$ cat config.mk
export PLATFORM = sky130hd
export DESIGN_NAME = dmux_n_reg
export DESIGN_NICKNAME = d
export VERILOG_FILES = /design/src/rtl/dmux_n_reg.sv
export SDC_FILE = /design/constraint.sdc
export NUM_CORES = 1
export LEC_CHECK = 0
export CORE_MARGIN = 1.5
export CORE_UTILIZATION = 41
export DETAILED_ROUTE_END_ITERATION = 10
export PLACE_DENSITY = 0.76
export SYNTH_ARGS = -nofsm -noshare
export SYNTH_HDL_FRONTEND = slang
export SYNTH_SLANG_ARGS = --single-unit
export TNS_END_PERCENT = 10
$ cat constraint.sdc
create_clock -name clk -period 1.25 [get_ports clk]
set_input_delay 0.25 -clock clk [delete_from_list [all_inputs] [get_ports clk]]
set_output_delay 0.25 -clock clk [all_outputs]
set_load 0.01 [all_outputs]
$ cat src/rtl/dmux_n_reg.sv
`default_nettype none
// ============================================================================
// Module      : dmux_n_reg
// Description : Registered 1-to-NCH demux, one holding register per channel
//               with valid/ready handshake. Optional DMUX_N_SELERR_EN build
//               adds a sticky bad-select flag and a saturating drop counter.
// Revision    : 1.0
// ============================================================================
module dmux_n_reg #(
    parameter int W    = 16,
    parameter int NCH  = 4,
    parameter int SELW = ($clog2(NCH) > 1) ? $clog2(NCH) : 1
) (
    input  logic                 clk,
    input  logic                 rst_n,
    input  logic [W-1:0]         i,
    input  logic [SELW-1:0]      sel,
    input  logic                 i_valid,
    output logic                 i_ready,
    input  logic                 flush,
    output logic [NCH*W-1:0]     o,
    output logic [NCH-1:0]       o_valid,
    input  logic [NCH-1:0]       o_ready
`ifdef DMUX_N_SELERR_EN
    ,
    output logic                 sel_err,
    output logic [7:0]           drop_cnt
`endif
);

    localparam logic [SELW:0] c_nch = (SELW+1)'(NCH);

    logic [NCH-1:0][W-1:0] r_d;
    logic [NCH-1:0]        r_v;
    logic [NCH-1:0]        w_free;
    logic [NCH-1:0]        w_load;
    logic                  w_in_range;
    logic                  w_xfer;
    logic                  w_ready;

    assign w_in_range = ({1'b0, sel} < c_nch);
    assign w_free     = ~r_v | o_ready;

    // Out-of-range selects are always accepted so a bad SEL cannot stall the source.
    always_comb begin
        w_ready = 1'b0;
        if (!flush) begin
            if (!w_in_range) begin
                w_ready = 1'b1;
            end else begin
                w_ready = w_free[sel];
            end
        end
    end

    assign i_ready = w_ready;
    assign w_xfer  = i_valid & w_ready;

    generate
        for (genvar k = 0; k < NCH; k++) begin : g_ch
            assign w_load[k] = w_xfer & w_in_range & (sel == SELW'(k));

            always_ff @(posedge clk or negedge rst_n) begin
                if (!rst_n) begin
                    r_d[k] <= '0;
                    r_v[k] <= 1'b0;
                end else if (flush) begin
                    r_v[k] <= 1'b0;
                end else if (w_load[k]) begin
                    r_d[k] <= i;
                    r_v[k] <= 1'b1;
                end else if (o_ready[k]) begin
                    r_v[k] <= 1'b0;
                end
            end
        end
    endgenerate

    assign o       = r_d;
    assign o_valid = r_v;

`ifdef DMUX_N_SELERR_EN
    logic       r_sel_err;
    logic [7:0] r_drop_cnt;
    logic       w_drop;

    assign w_drop = w_xfer & ~w_in_range;

    always_ff @(posedge clk or negedge rst_n) begin
        if (!rst_n) begin
            r_sel_err  <= 1'b0;
            r_drop_cnt <= 8'd0;
        end else if (w_drop) begin
            r_sel_err <= 1'b1;
            if (r_drop_cnt != 8'hFF) begin
                r_drop_cnt <= r_drop_cnt + 8'd1;
            end
        end
    end

    assign sel_err  = r_sel_err;
    assign drop_cnt = r_drop_cnt;
`endif

endmodule
`default_nettype wire

Word-level counts from Yosys, hierarchy flattened
Index checks and enable logic that the tools add are counted.

storage, ports and cells
  register bits after elaboration = 68
  bits in latches = 0
  bits in writable memories = 0
  bits in read-only memories = 0
  word-level logic and storage cells = 44
  output and inout bits = 69
  memories = 0

operators by class
  reduce and logical (&&, ||, !) cells = 9
  divide/modulo/power cells = 0
  add/sub/neg operators = 0
  magnitude comparators = 1
  eq/ne operators = 3
  bitwise logic cells = 8
  multipliers = 0
  multiplexer cells = 15
  shift-type cells = 0

operators by type and width
  cell                  count
  $mux W1               14
  $reduce_bool A3 Y1    4
  $reduce_and A2 Y1     4
  $and A1 B1 Y1         5
  $eq A2 B2 Y1 const B  2
  $not A4 Y4            1
  $or A4 B4 Y4          1
  $lt A2 B3 Y1 const B  1
  $bmux W1 S2           1
  $eq A2 B1 Y1 const B  1
  $logic_not A2 Y1      1
  $not A1 Y1            1

Logic depth before layout (Yosys ltp)
Gate-level depths: netlist of run 1.

  word-level depth = 9
  depth in mapped cells = 5
  mapped depth without buffers = 3

Least setup slack after synthesis of run 1
Ideal clock, no wire load.

  kind = flip-flop to flip-flop
  from = register r_v[3] (netlist: o_valid[3])
  to = register r_d, in the netlist o[53]
  stages on the path, launching flop included = 6
  arrival = 1.249 ns
  slack = -0.124 ns
  required time = 1.125 ns
  path through = dfrtp_1 > nand2b_1 > and4_1 > buf_6 > buf_12 > mux2_4

between the ends
  longest elaborated chain between the ends = 8

RTL lines
  item                                RTL line  RTL
  start: declaration                  34        logic [NCH-1:0] r_v;
  start signal: indexed assignment    66        r_v[k] <= 1'b0;
  start signal: indexed assignment    68        r_v[k] <= 1'b0;
  start signal: indexed assignment    71        r_v[k] <= 1'b1;
  $not A4 Y4                          42        assign w_free = ~r_v | o_ready;
  $or A4 B4 Y4                        42
  $bmux W1 S2                         51        w_ready = w_free[sel];
  $mux W1 (implied by the code)       51
  $mux W1                             47        if (!flush) begin
  $and A1 B1 Y1                       57        assign w_xfer = i_valid & w_ready;
  $and A1 B1 Y1                       61        assign w_load[k] = w_xfer & w_in_range & (sel == SELW'(k));
  $reduce_and A2 Y1 (no source line)  n/a
  end signal: indexed assignment      70        r_d[k] <= i;
  end: declaration                    33        logic [NCH-1:0][W-1:0] r_d;

No other way between the ends. The select of a mux whose other input is x is not followed.
A chain may end at the register's enable or synchronous reset.

Worst setup path in the final report of run 1
  from = input o_ready[2]
  to = output i_ready

between the ends
  longest elaborated chain between the ends = 4

RTL lines
  item                           RTL line  RTL
  start: declaration             23        input logic [NCH-1:0] o_ready
  $or A4 B4 Y4                   42
  $bmux W1 S2                    51
  $mux W1 (implied by the code)  51
  $mux W1                        47
  end: declaration               19        output logic i_ready,

No other way between the ends. The select of a mux whose other input is x is not followed.

==> metrics.yaml, run 1 <==
synthesis:
  ys_ff_latch: 68
  synth_compound_area_share_pct: 1.223
  synthMuxAreaShare_pct: 29.17
  synth_top_area_share_pct: 61.59
  syn-instance-count: 163
  synth_top_area_cell: "dfrtp_1"
  synthSimpleGateAreaFrac_pct: 4.620
  syn-cell-area_mm2: 0.002763
  yosysSeqAreaShare_pct: 61.59
  synth-xor-area-share_pct: 0
  synthDistinctLibCells: 23
  syn_nets: 189
  yosysWarnings: 0
  synthTopCellsByArea: "dfrtp_1, mux2_2, mux2_4, buf_6, buf_12"
  synth_fa_ha_area_share_pct: 0
  syn_avg_cell_area_um2: 16.95
  synth_top_family_by_area: "multiplexers"
final_layout:
  nNetsFinal: 305
  final_common_cell: "dfrtp_1"
  final_area_mm2: 0.004029
  fin_util_pct: 62.73
  final_cell_mix: "dfrtp_1, clkbuf_2, mux2_4"
  diodes: 0
  drive_gt1_share_pct: 52.82
  multi_input_area_mm2: 0.001080
  syn_to_final_growth_pct: 45.83
  seqCellArea_mm2: 0.001702
  fillers: 514
routing:
  drt_iter0_markers: 44
  via_per_inst: 5.083
  postRouteAntennaNets: 0
  totalWireLength_mm: 6.526
  routedWlPerCell_um: 18.08
  drc: 6
  drt-pass1-iter-count: 7
  via_count: 1835
status:
  violations: "DRC, setup timing"
  status: "finished with violations"
power_and_ir_drop:
  p_clk_share_pct: 29.4
  p_int_mw: 4.795
  total_power_mw: 6.588
  pwr-share-seq_pct: 44.6
  ir_drop_v: 0.0008800
  switchingPower_mw: 1.793
  powerDensity_mw_per_mm2: 1635
  swShare_pct: 27.22
  leakagePower_nw: 1.898
  p_comb_share_pct: 26.0
clock_network:
  cts-root-buf: "clkbuf_8"
  clockBufferDepth: 2
  htreeDepth: 3
  cts_sinks: 68
  cts_tree: "yes"
  insertion_delay_ns: 0.34
  clk_pin_slew_ns: 0.07
  cts-buffers-inserted: 9
timing:
  hold_viol: 0
  tightest_slew_ns: 0.3620
  finalClockSkew_ns: 0.007011
  clock.fmax_mhz: 641.8
  setup_viol: 50
  finalCritPeriodShare_pct: 124.7
  holdWs_ns: 0.3724
  slew_headroom_pct: 75.87
  rsz0062_at_grt: "yes"
  finalCriticalPeriod_ns: 1.558
  layout_setup_ws_ns: -0.3082
  maxSlewViolCount: 0
worst_setup_path:
  max_stage_delay_ns: 0.47
  r2r-end: "o[39]$_DFFE_PN0P_"
  critical_path.cell_chain: "clkdlybuf4s50_1 > nand4bb_1 > o311ai_2 > a21oi_1 > buf_2"
  end_kind: "output port"
  required_ns: 1.00
  crit-reg2reg-launch: "o_valid[2]$_DFFE_PN0P_"
  rr_worst_depth: 5
  crit_path_max_fanout: 2
  slowest_stage: "clkdlybuf4s50_1"
  rrSetupSlack_ns: -0.24
  worstSetupStartpointType: "input port"
  cp_data_arrival_time_ns: 1.31
  crit_type: "in -> out"
floorplan:
  dieArea_mm2: 0.007239
  core_area_mm2: 0.006422
  io_pins: 95
  initial_core_util_pct: 43.02
  chipHeight_um: 85.09
  row_count: 29
  die_x_um: 85.09
global_route:
  grtUsageMet3_pct: 6.323
  top_usage_layer: "met2"
  grt_overflow: 0
  met2_usage_pct: 30.45
  antenna_found_initial: 0
  first_global_vias: 1924
  grt_pass1_wl_mm: 10.37
  grt_max_degree: 69
  grt_use_met1_pct: 23.97
  grtUsageTotal_pct: 19.15
min_path:
  whs_path_depth: 4
  hold_path_class: "in -> reg"
  min_to: "o_valid[2]$_DFFE_PN0P_"
  hp-start: "sel[1]"
placement:
  gp_congestion: 0.7469
  dp_hpwl_mm: 4.087
  io_buffers: 94
  placed_area_mm2: 0.003860
run:
  max_cap_violations: 0
==> metal layers <==
metal  wire (um)  share of wire (%)  vias to the layer above
li1            -                  -                      815
met1        2706                 41                      939
met2        3248                 50                       68
met3         412                6.3                       13
met4         158                2.4                        0
met5           0                  0                        -
==> state kept, by name (all words and copies together) (netlist names) <==
name     count
o           64
o_valid      4
==> Yosys cell counts <==
| cell | count |
|---|---|
| mux2_2 | 41 |
| and2b_1 | 1 |
| nand3_4 | 1 |
| and4_1 | 1 |
| nor2b_4 | 1 |
| o311ai_0 | 1 |
| inv_1 | 1 |
| a21oi_1 | 5 |
| nand3b_1 | 1 |
| nand2b_1 | 4 |
| mux2_4 | 20 |
| and4b_1 | 1 |
| dfrtp_1 | 68 |
| buf_2 | 1 |
| nor2_1 | 1 |
| nand2_1 | 2 |
| buf_6 | 4 |
| mux2_1 | 3 |
| nand3_2 | 1 |
| nand3_1 | 1 |
| nand4bb_1 | 1 |
| buf_12 | 2 |
| mux2i_1 | 1 |
==> logic make-up (layout without fill, tap and decap cells) <==
group | count (synthesis) | count (layout)
AO/OA/AOI/OAI | 6 | 6
multiplexers | 65 | 65
buffers and inverters | 8 | 128
AND/OR/NAND/NOR | 16 | 17
flip-flops | 68 | 68
==> how the worst max path moves through the flow <==
stage	startpoint	to	slack (ns)	cells after the start
final	o_ready[2]	i_ready	-0.31	5
after global routing	o_valid[2]$_DFFE_PN0P_	i_ready	-0.36	4
after CTS	o_valid[2]$_DFFE_PN0P_	o[32]$_DFFE_PN0P_	-0.26	5
after detailed placement	sel[0]	i_ready	-0.71	5
after global placement	sel[0]	i_ready	-0.69	5
after floorplan	o_valid[2]$_DFFE_PN0P_	o[37]$_DFFE_PN0P_	-0.12	5
==> stage by stage <==
step / cells / TNS [ns] / setup slack (ns)
floorplan: 163 / -3.292 / -0.1195
global placement: 341 / -36.91 / -0.6854
detailed placement: 341 / -38.84 / -0.7090
CTS: 361 / -7.928 / -0.2582
global route: 361 / -9.941 / -0.3551
finish: 361 / -7.628 / -0.3082
==> area by class of cell <==
| type | count | area share (%) |
|---|---|---|
| Clock buffer | 9 | 3.075 |
| Clock inverter | 7 | 2.267 |
| Inverter | 1 | 0.09317 |
| Multi-Input combinational cell | 88 | 26.80 |
| Sequential cell | 68 | 42.24 |
| Tap cell | 77 | 2.391 |
| Timing Repair Buffer | 111 | 23.14 |
==> critical path: cells and delay by family <==
kind | cells | cell delay, ns
compound gates | 2 | 0.28
buf+inv | 2 | 0.63
simple gates | 1 | 0.14
==> power groups by stage <==
stage | clock (mW) | combinational, mW | sequential (mW)
after CTS | 1.97 | 1.86 | 2.95
final | 1.94 | 1.71 | 2.94
after global placement | 0 | 1.97 | 2.95
after global routing | 2.08 | 1.82 | 3.00
after floorplan | 0 | 0.552 | 3.16
after detailed placement | 0 | 2.00 | 2.97
==> repair_timing <==
item / 4_1_cts / 5_1_grt
cloned: 2 / 0
buffers inserted: 2 / 0
hold buffers: 1 / 0
gates resized for setup: 169 / 49
endpoints found under the hold margin: 68 / 0
pin swaps: 2 / 1
setup endpoints to repair: 133 / 99
(Power assumes the default switching activity.)
==> inputs of run 2 (changes only) <==
--- a/config.mk
+++ b/config.mk
@@ -8,6 +8,7 @@
 export CORE_MARGIN = 1.5
 export CORE_UTILIZATION = 41
 export DETAILED_ROUTE_END_ITERATION = 10
+export MAX_ROUTING_LAYER = met4
 export PLACE_DENSITY = 0.76
 export SYNTH_ARGS = -nofsm -noshare
 export SYNTH_HDL_FRONTEND = slang
==> run 2 against run 1 <==
Against the previous run: the flow still finishes with violations (DRC, setup timing); via count is 0.33% lower; clock power hardly changed; non-clock buffer count stayed put; clock-buffer cell count stayed put; die area stayed put; routed wire length hardly changed; combinational power is 4% higher; register-to-register slack hardly changed; sequential power hardly changed; clock skew hardly changed; global-route usage is 0.53 points higher; total power is 0.81% higher; critical path type unchanged; critical endpoint unchanged; largest cell class unchanged; largest power group unchanged.
==> metrics.yaml, run 2 (same netlist as run 1, synthesis figures left out) <==
status:
  status: "finished with violations"
  violations: "DRC, setup timing"
final_layout:
  final_common_cell: "dfrtp_1"
  diodes: 0
  syn_to_final_growth_pct: 48.82
  largest_reg_flops: 64
  final_cell_mix: "dfrtp_1, clkdlybuf4s15_1, mux2_4"
  final_area_mm2: 0.004111
  nNetsFinal: 305
  fillers: 502
  drive_gt1_share_pct: 47.18
floorplan:
  row_count: 29
  die_x_um: 85.09
  core_area_mm2: 0.006422
  dieArea_mm2: 0.007239
  chipHeight_um: 85.09
  io_pins: 95
  initial_core_util_pct: 43.02
global_route:
  grt_max_degree: 69
  first_global_vias: 1932
  top_usage_layer: "met2"
  grtUsageTotal_pct: 19.68
  grt_pass1_wl_mm: 10.34
  antenna_found_initial: 0
  grt_overflow: 0
  met2_usage_pct: 30.30
  grtUsageMet3_pct: 4.572
  grt_use_met1_pct: 24.49
routing:
  via_per_inst: 5.066
  drt_iter0_markers: 46
  drc: 6
  drt-pass1-iter-count: 7
  totalWireLength_mm: 6.527
  routedWlPerCell_um: 18.08
  postRouteAntennaNets: 0
  via_count: 1829
worst_setup_path:
  required_ns: 1.00
  end_kind: "output port"
  crit_path_max_fanout: 2
  crit_type: "in -> out"
  cp_data_arrival_time_ns: 1.35
  worstSetupStartpointType: "input port"
power_and_ir_drop:
  pwr-share-seq_pct: 44.3
  ir_drop_v: 0.0008970
  switchingPower_mw: 1.791
  p_comb_share_pct: 26.6
  powerDensity_mw_per_mm2: 1615
  leakagePower_nw: 1.909
  p_int_mw: 4.850
  total_power_mw: 6.641
  p_clk_share_pct: 29.1
  swShare_pct: 26.97
timing:
  finalCriticalPeriod_ns: 1.600
  finalCritPeriodShare_pct: 128.0
  tightest_slew_ns: 0.3596
  maxSlewViolCount: 0
  clock.fmax_mhz: 624.8
  holdWs_ns: 0.3723
  fin_setup_tns_ns: -7.652
  slew_headroom_pct: 76.03
  hold_viol: 0
  finalClockSkew_ns: 0.006866
  setup_viol: 52
  rsz0062_at_grt: "yes"
  layout_setup_ws_ns: -0.3504
clock_network:
  cts_tree: "yes"
  clk_pin_slew_ns: 0.07
  htreeDepth: 3
  cts-root-buf: "clkbuf_8"
  clockBufferDepth: 2
  cts-buffers-inserted: 9
  insertion_delay_ns: 0.34
  cts_sinks: 68
run:
  max_cap_violations: 0
placement:
  dp_hpwl_mm: 4.087
  placed_area_mm2: 0.003860
  gp_congestion: 0.7564
  io_buffers: 94
min_path:
  hold_path_class: "in -> reg"
-- run 2: cell types whose count changed in the layout (fill, tap and decap cells not counted) --
cell | previous run | this run
clkdlybuf4s15_1 | 27 | 42
dlygate4sd2_1 | 3 | 4
mux2_4 | 34 | 35
mux2_2 | 29 | 28
clkbuf_2 | 41 | 25
-- run 2: routing by layer --
layer	part of all wire, %	wire length [um]
met1	42	2758
met2	50	3244
met3	5.4	354
met4	2.6	169
met5	0	0
-- run 2: metrics by stage --
step,utilization (%),std cells,setup slack [ns]
after floorplan,-,163,-0.1195
after global placement,60.10,341,-0.6854
after detailed placement,60.10,341,-0.7090
after CTS,65.56,361,-0.2582
after global routing,64.02,361,-0.3395
final,64.02,361,-0.3504
-- run 2: critical path, stage by stage --
cell,delay (ns)
clkdlybuf4s50_1,0.47
nand4bb_1,0.14
o311ai_2,0.11
a21oi_1,0.21
buf_2,0.17
-- run 2: cell type report --
| type | instances | area, um2 | share of cell area [%] |
|---|---|---|---|
| clock buffer | 9 | 123.9 | 3.013 |
| tap | 77 | 96.34 | 2.343 |
| inverter | 1 | 3.754 | 0.09130 |
| clock inverter | 7 | 91.34 | 2.222 |
| sequential | 68 | 1702 | 41.39 |
| multi-input combinational | 88 | 1084 | 26.35 |
| timing repair buffer | 111 | 1011 | 24.59 |
-- run 2: final timing paths --
path	startpoint	cells after the start	to	slack (ns)
worst min-delay path	sel[1]	4	o_valid[2]$_DFFE_PN0P_	0.37
worst max-delay path	o_ready[2]	5	i_ready	-0.35
worst min register to register	o[15]$_DFFE_PN0P_	1	o[15]$_DFFE_PN0P_	0.51
min in group asynchronous	rst_n	3	o[33]$_DFFE_PN0P_	0.44
worst max register to register	o_valid[2]$_DFFE_PN0P_	5	o[39]$_DFFE_PN0P_	-0.24
max in group asynchronous	rst_n	3	o[36]$_DFFE_PN0P_	0.50
-- run 2: power by group through the flow --
| stage | combinational, mW | sequential [mW] | clock (mW) |
|---|---|---|---|
| 6_report | 1.77 | 2.94 | 1.93 |
| 5_1_grt | 1.88 | 3.00 | 2.07 |
| 4_1_cts | 1.86 | 2.95 | 1.97 |
| 3_5_place_dp | 2.00 | 2.97 | 0 |
| 3_3_place_gp | 1.97 | 2.95 | 0 |
| 2_1_floorplan | 0.552 | 3.16 | 0 |
-- run 2: timing repair --
action	in CTS	in global routing
pin swaps	2	1
endpoints found under the hold margin	68	0
setup buffers	2	0
resized for setup	169	33
hold buffers	1	0
setup endpoints to repair	133	89
gates cloned	2	0
